**src/rtl/seq_det_param.sv**
```systemverilog
// Parametrised serial sequence detector with a registered one-cycle match pulse.
// Optional saturating match counter is built when SEQ_DET_MATCH_CNT_EN is defined.
//
// state (k)       | meaning
// 0               | no pattern bits matched
// 1..SEQ_LEN-1    | first k bits of SEQ matched, waiting for bit k+1
module seq_det_param #(
    parameter int                 SEQ_LEN = 5,
    parameter logic [SEQ_LEN-1:0] SEQ     = 5'b10001,
    parameter int                 OVERLAP = 0,
    parameter int                 CNT_W   = 8
) (
    input  logic             clk,
    input  logic             rst,
    input  logic             in,
    input  logic             en,
    input  logic             clr,
    output logic             out,
    output logic [CNT_W-1:0] match_cnt
);

    if (SEQ_LEN < 2 || SEQ_LEN > 16) begin : g_bad_len
        $error("seq_det_param: SEQ_LEN must be in 2..16");
    end
    if (CNT_W < 1 || CNT_W > 16) begin : g_bad_cnt_w
        $error("seq_det_param: CNT_W must be in 1..16");
    end

    localparam int KW    = (SEQ_LEN > 2) ? $clog2(SEQ_LEN) : 1;
    localparam int DEPTH = 1 << KW;

    // KMP next state: longest prefix of SEQ that is a suffix of (prefix_k, b)
    function automatic int calc_next(input int k, input int b);
        logic [31:0] seqv;
        logic [31:0] cand;
        logic [31:0] mask;
        int          lmax;
        int          res;
        seqv = 32'(SEQ);
        cand = ((seqv >> (SEQ_LEN - k)) << 1) | 32'(b);
        lmax = (k + 1 < SEQ_LEN) ? k + 1 : SEQ_LEN - 1;
        res  = 0;
        for (int l = 1; l <= lmax; l++) begin
            mask = (32'd1 << l) - 32'd1;
            if ((cand & mask) == (seqv >> (SEQ_LEN - l)))
                res = l;
        end
        return res;
    endfunction

    function automatic int calc_border();
        logic [31:0] seqv;
        logic [31:0] mask;
        int          res;
        seqv = 32'(SEQ);
        res  = 0;
        for (int l = 1; l < SEQ_LEN; l++) begin
            mask = (32'd1 << l) - 32'd1;
            if ((seqv & mask) == (seqv >> (SEQ_LEN - l)))
                res = l;
        end
        return res;
    endfunction

    localparam logic [KW-1:0] LAST   = KW'(SEQ_LEN - 1);
    localparam logic [KW-1:0] BORDER = KW'(calc_border());

    logic [KW-1:0] tab0 [DEPTH];
    logic [KW-1:0] tab1 [DEPTH];

    for (genvar g = 0; g < DEPTH; g++) begin : g_tab
        if (g < SEQ_LEN) begin : g_live
            assign tab0[g] = KW'(calc_next(g, 0));
            assign tab1[g] = KW'(calc_next(g, 1));
        end else begin : g_dead
            assign tab0[g] = '0;
            assign tab1[g] = '0;
        end
    end

    logic [KW-1:0] k;
    logic [KW-1:0] k_next;
    logic          out_next;

    always_ff @(posedge clk or negedge rst) begin
        if (!rst) begin
            k   <= '0;
            out <= 1'b0;
        end else begin
            k   <= k_next;
            out <= out_next;
        end
    end

    always_comb begin
        k_next   = k;
        out_next = 1'b0;
        if (clr) begin
            k_next = '0;
        end else if (en) begin
            // Last pattern bit: the candidate equals SEQ exactly when in matches SEQ[0]
            if (k == LAST && in == SEQ[0]) begin
                out_next = 1'b1;
                k_next   = (OVERLAP != 0) ? BORDER : '0;
            end else begin
                k_next = in ? tab1[k] : tab0[k];
            end
        end
    end

`ifdef SEQ_DET_MATCH_CNT_EN
    always_ff @(posedge clk or negedge rst) begin
        if (!rst)
            match_cnt <= '0;
        else if (clr)
            match_cnt <= '0;
        else if (out_next && match_cnt != {CNT_W{1'b1}})
            match_cnt <= match_cnt + CNT_W'(1);
    end
`else
    assign match_cnt = '0;
`endif

endmodule
```
**config.mk**
```make
export PLATFORM = sky130hd
export DESIGN_NAME = seq_det_param
export DESIGN_NICKNAME = d
export VERILOG_FILES = /design/src/rtl/seq_det_param.sv
export SDC_FILE = /design/constraint.sdc
export NUM_CORES = 1
export LEC_CHECK = 0
export BUFFER_PORTS_ARGS = -buffer_cell sky130_fd_sc_hd__buf_2
export CORE_AREA = 8 8 45 47
export CTS_CLUSTER_SIZE = 28
export DETAILED_ROUTE_END_ITERATION = 8
export DIE_AREA = 0 0 53 55
export GPL_TIMING_DRIVEN = 0
export HOLD_SLACK_MARGIN = 0.03
export SLEW_MARGIN = 5
export SYNTH_ARGS = -nofsm -noshare
export SYNTH_HDL_FRONTEND = slang
export SYNTH_SLANG_ARGS = --single-unit
export TNS_END_PERCENT = 1
```
**constraint.sdc**
```tcl
create_clock -name clk -period 3.5 [get_ports clk]
set_clock_uncertainty 0.15 [all_clocks]
set_input_delay 0.175 -clock clk [delete_from_list [all_inputs] [get_ports clk]]
set_output_delay 0.175 -clock clk [all_outputs]
set_load 0.01 [all_outputs]
```
# Word-level counts from Yosys, hierarchy flattened
# Memory sizes are Yosys's and may differ from the RTL's.
# Cells that the tools add are included.
# Widths: inputs -> output; s select.
dict set report classes {
  magnitude_cmp 1
  eq_ne 1
  mux 11
  bitwise 1
  n_reduce_logical 2
}
# op count
set ops {}
lappend ops {{$mux 3} 8}
lappend ops {{$ge 4x4->1 const B} 1}
lappend ops {{$not 3->4} 1}
lappend ops {{$eq 3x3->1 const B} 1}
lappend ops {{$mux 1} 3}
lappend ops {{$reduce_bool 2->1} 1}
lappend ops {{$logic_and 1x1->1} 1}
dict set report totals {
  regBits 4
  mem_bits_ro 48
  input_bits 5
  out_inout_bits 9
  word_cells 20
  mem_count 2
}
# memory words width read_ports rd_ports_with_merged_regs write_ports line_no
set mem_list {}
lappend mem_list {{(name not given)} 8 3 1 0 0 106} ;# k_next = in ? tab1[k] : tab0[k];
lappend mem_list {{(name not given)} 8 3 1 0 0 106}

# Depth between registers and ports, before layout
dict set report depth {
  ltp_word 8
  mapped_depth 5
  depth_no_buf 5
}

# Least setup slack after synthesis
# OpenSTA, ideal clock, no wires.
dict set report synth_timing {
  path_type {register -> register}
  from {register k[0]}
  to {register k[0]}
  setup_ps 69
  arrival_ps 958
  required_ps 3281
  setup_slack_ps 2323
  path_stages_with_launch 6
  path_buffers 0
  period_less_slack_ps 1177
  cell_sequence {dfrtp_1 -> inv_1 -> ha_1 -> o21bai_1 -> mux2_4 -> nor2_2}
}
dict set report synth_between {
  elab_chain_cells 8
  elab_cells_between_ends 13
  classes_between {eq/ne (1); mux (8); bitwise (1); reduce/logical (1); memory (2)}
}
# element line_no
set synth_lines {}
lappend synth_lines {{start, declared} 81} ;# logic [KW-1:0] k;
lappend synth_lines {{start signal, assigned} 90} ;# k <= k_next;
lappend synth_lines {{$not 3->4 (not written as such)} 106}
lappend synth_lines {{$mem_v2 8x3} --}
lappend synth_lines {{$mux 3 (not written as such) (2 in series)} 106}
lappend synth_lines {{$mux 3} 106}
lappend synth_lines {{$mux 3 *} 102} ;# if (k == LAST && in == SEQ[0]) begin
lappend synth_lines {{$mux 3 *} 100} ;# end else if (en) begin
lappend synth_lines {{$mux 3 *} 98} ;# if (clr) begin
# Every way passes the cells marked *; elsewhere a longest branch is shown, timed or not. The select of a mux whose other input is x is not followed.
# A chain may end at the register's enable or synchronous reset.

# Worst setup path in the final report
# Same ends and word-level chain as after synthesis.

==> run_results.csv <==
group,metric,value,unit
logic_synthesis,ys_seq_elements,4,
setup_path,cpPeakStageDelay,380,ps
grt,grt_pass1_vias,249,
clock_network,root_buffer,"clkbuf_4",
run_status,status,"complete, no violations",
setup_path,crit_start,"k[0]",
floorplanning,rows,14,
placed_design,place_congestion,0.775,
drt,vias_per_cell,3.40,
drt,drt_iter0_drc,3,
sta,grt_setup_unrepaired,"false",
drt,antenna_left,0,
sta,max_freq,0.807,GHz
grt,grt.overflow.total,0,
setup_path,cpMaxStageDelayCell,"dfrtp_1",
min_path,min_path_type,"input port to flop",
clock_network,clkSinkCount,4,
power,ir_drop,0.101,mV
logic_synthesis,yosys.area.top_type_share,0.349,
setup_path,crit_chain,"inv_1 > ha_1 > o21bai_1 > mux2_4 > nor2_2",
power,power_frac_seq,0.384,
sta,period_share,0.354,
floorplanning,start_util,0.207,
power,switching_share,0.222,
drt,first_pass_iters,2,
floorplanning,ios,14,
clock_network,numCtsBuffers,3,
logic_synthesis,ys_warn_count,0,
logic_synthesis,syn_inst,30,
finish,syn2layout_area_growth,39.7,%
finish,fillers,147,
power,clockPowerShare,0.433,
power,finalPower,0.000126,W
drt,remaining_drc_errors,0,
logic_synthesis,ys_types,14,
power,p_leak,0.218,nW
setup_path,crit_family,"flip-flops",
logic_synthesis,synth_top_area_cell,"dfrtp_1",
clock_network,clk_latency,230,ps
placed_design,portBuffers,5,
power,p_comb_frac,0.182,
clock_network,h-tree-depth,1,
setup_path,worstPathRequired,3510,ps
setup_path,worstPathMaxFanout,3,
finish,fin_area,400,µm²
setup_path,critPathBufInv,1,
grt,antenna_found_initial,0,
sta,finalSetupViolCount,0,
finish,n_antenna_cell,0,
drt,vias,214,
power,intPower,0.0000979,W
sta,hold_viol,0,
clock_network,postCtsSetupRepairBufs,0,
floorplanning,die_w,53,µm
floorplanning,die-area,2920,µm²
drt,wl_per_cell,8.81,µm
finish,final_nets,57,
clock_network,cts_buffer_depth,2,
grt,grt_pass1_wl,890,µm
setup_path,end_kind,"flop",
logic_synthesis,netlist_area,287,µm²
finish,layout_common_cells,"buf_4, conb_1, buf_2",
clock_network,cts.clk_slew.worst_paths,40,ps
clock_network,tritoncts,"yes",
setup_path,arrival,1250,ps
power,power_density,314,nW/µm²
floorplanning,core,1380,µm²
logic_synthesis,syn_area_per_cell,9.55,µm²
setup_path,crit_type,"flop to flop",
sta,fin_crit,1240,ps
power,power.switching,0.0000280,W
run,cap_violations,0,
finish,drive_gt1_frac,0.404,
logic_synthesis,yosys-top-cells-area,"dfrtp_1, buf_4, ha_1, mux2_4, a21oi_1",
sta,hold_ws,83.0,ps
floorplanning,die_height,55,µm
drt,totalWireLength,555,µm
grt,grtUsageTotal,0.0427,
grt,grt_max_degree,7,
sta,setup_tns,0,ps
sta,slew_viol_final,0,
logic_synthesis,yosysSeqAreaShare,0.349,
min_path,hold_start,"in",
setup_path,r2r-start,"k[0]",
placed_design,placed_area,358,µm²
setup_path,crit_path_start_kind,"flop",
synth_stat cells:
library cell and count:
buf_4 8, dfrtp_1 4, ha_1 3, a21oi_1 2
inv_1 2, nand3_1 2, nor2_1 2, conb_1 1
mux2_4 1, nand2b_1 1, nand4_1 1, nor2_2 1
o21bai_1 1, or2b_2 1
power groups by stage:
stage	combinational (W)	clock (W)	sequential, W
2_1_floorplan	0.0000156	0	0.0000487
3_3_place_gp	0.0000206	0	0.0000490
3_5_place_dp	0.0000210	0	0.0000490
4_1_cts	0.0000227	0.0000581	0.0000484
5_1_grt	0.0000260	0.0000616	0.0000484
6_report	0.0000230	0.0000546	0.0000484
cells by family (layout without fill, tap and decap cells):
logic type / count (synthesis) / count (layout) / synth area share
AO/OA/AOI/OAI: 3 / 3 / 0.0611
multiplexers: 1 / 1 / 0.0524
other: 1 / 8 / 0.0131
buffers and inverters: 10 / 20 / 0.236
flip-flops: 4 / 4 / 0.349
adder cells (fa/ha/maj): 3 / 3 / 0.131
AND/OR/NAND/NOR: 8 / 8 / 0.157
worst reg2reg max path: stages (launching register included):
cell,delay (ps)
dfrtp_1,380
inv_1,100
ha_1,150
o21bai_1,70
mux2_4,260
nor2_2,70
state kept, by name, indices dropped and copies added (netlist names):
signal,count
k,3
out,1
metal layers:
metal	vias up	track usage	wire, µm
li1	115	-	-
met1	93	0.0305	182
met2	6	0.0762	322
met3	0	0.0214	51
met4	0	0.0474	0
met5	-	0	0
stage by stage:
| step | std cells | util | setup slack, ps |
|---|---|---|---|
| after floorplan | 37 | - | 2320 |
| final | 63 | 0.289 | 2260 |
| after detailed placement | 58 | 0.259 | 2260 |
| after CTS | 63 | 0.289 | 2240 |
| after global placement | 58 | 0.259 | 2270 |
| after global routing | 63 | 0.289 | 2210 |
timing repair:
item                      CTS  global route
hold buffers                2             0
gates resized for setup     0             0
hold endpoints to repair    8             0
worst paths after layout:
check | to | slack, ps | depth (start not counted)
worst max-delay path | k[0] | 2260 | 5
worst min-delay path | out | 80 | 3
worst max register to register | k[0] | 2260 | 5
worst min register to register | out | 420 | 2
max in group asynchronous | k[1] | 2950 | 2
min in group asynchronous | out | 130 | 2
cell type report:
type	count	area, µm²	share of cell area
inverter	2	7.51	0.0188
tap	16	20.0	0.0500
timing repair buffer	7	45.0	0.112
sequential	4	100	0.250
clock buffer	3	22.5	0.0562
buffer	8	60.1	0.150
multi-input combinational	23	145	0.362
No activity file was read; power rests on OpenSTA's default activity.
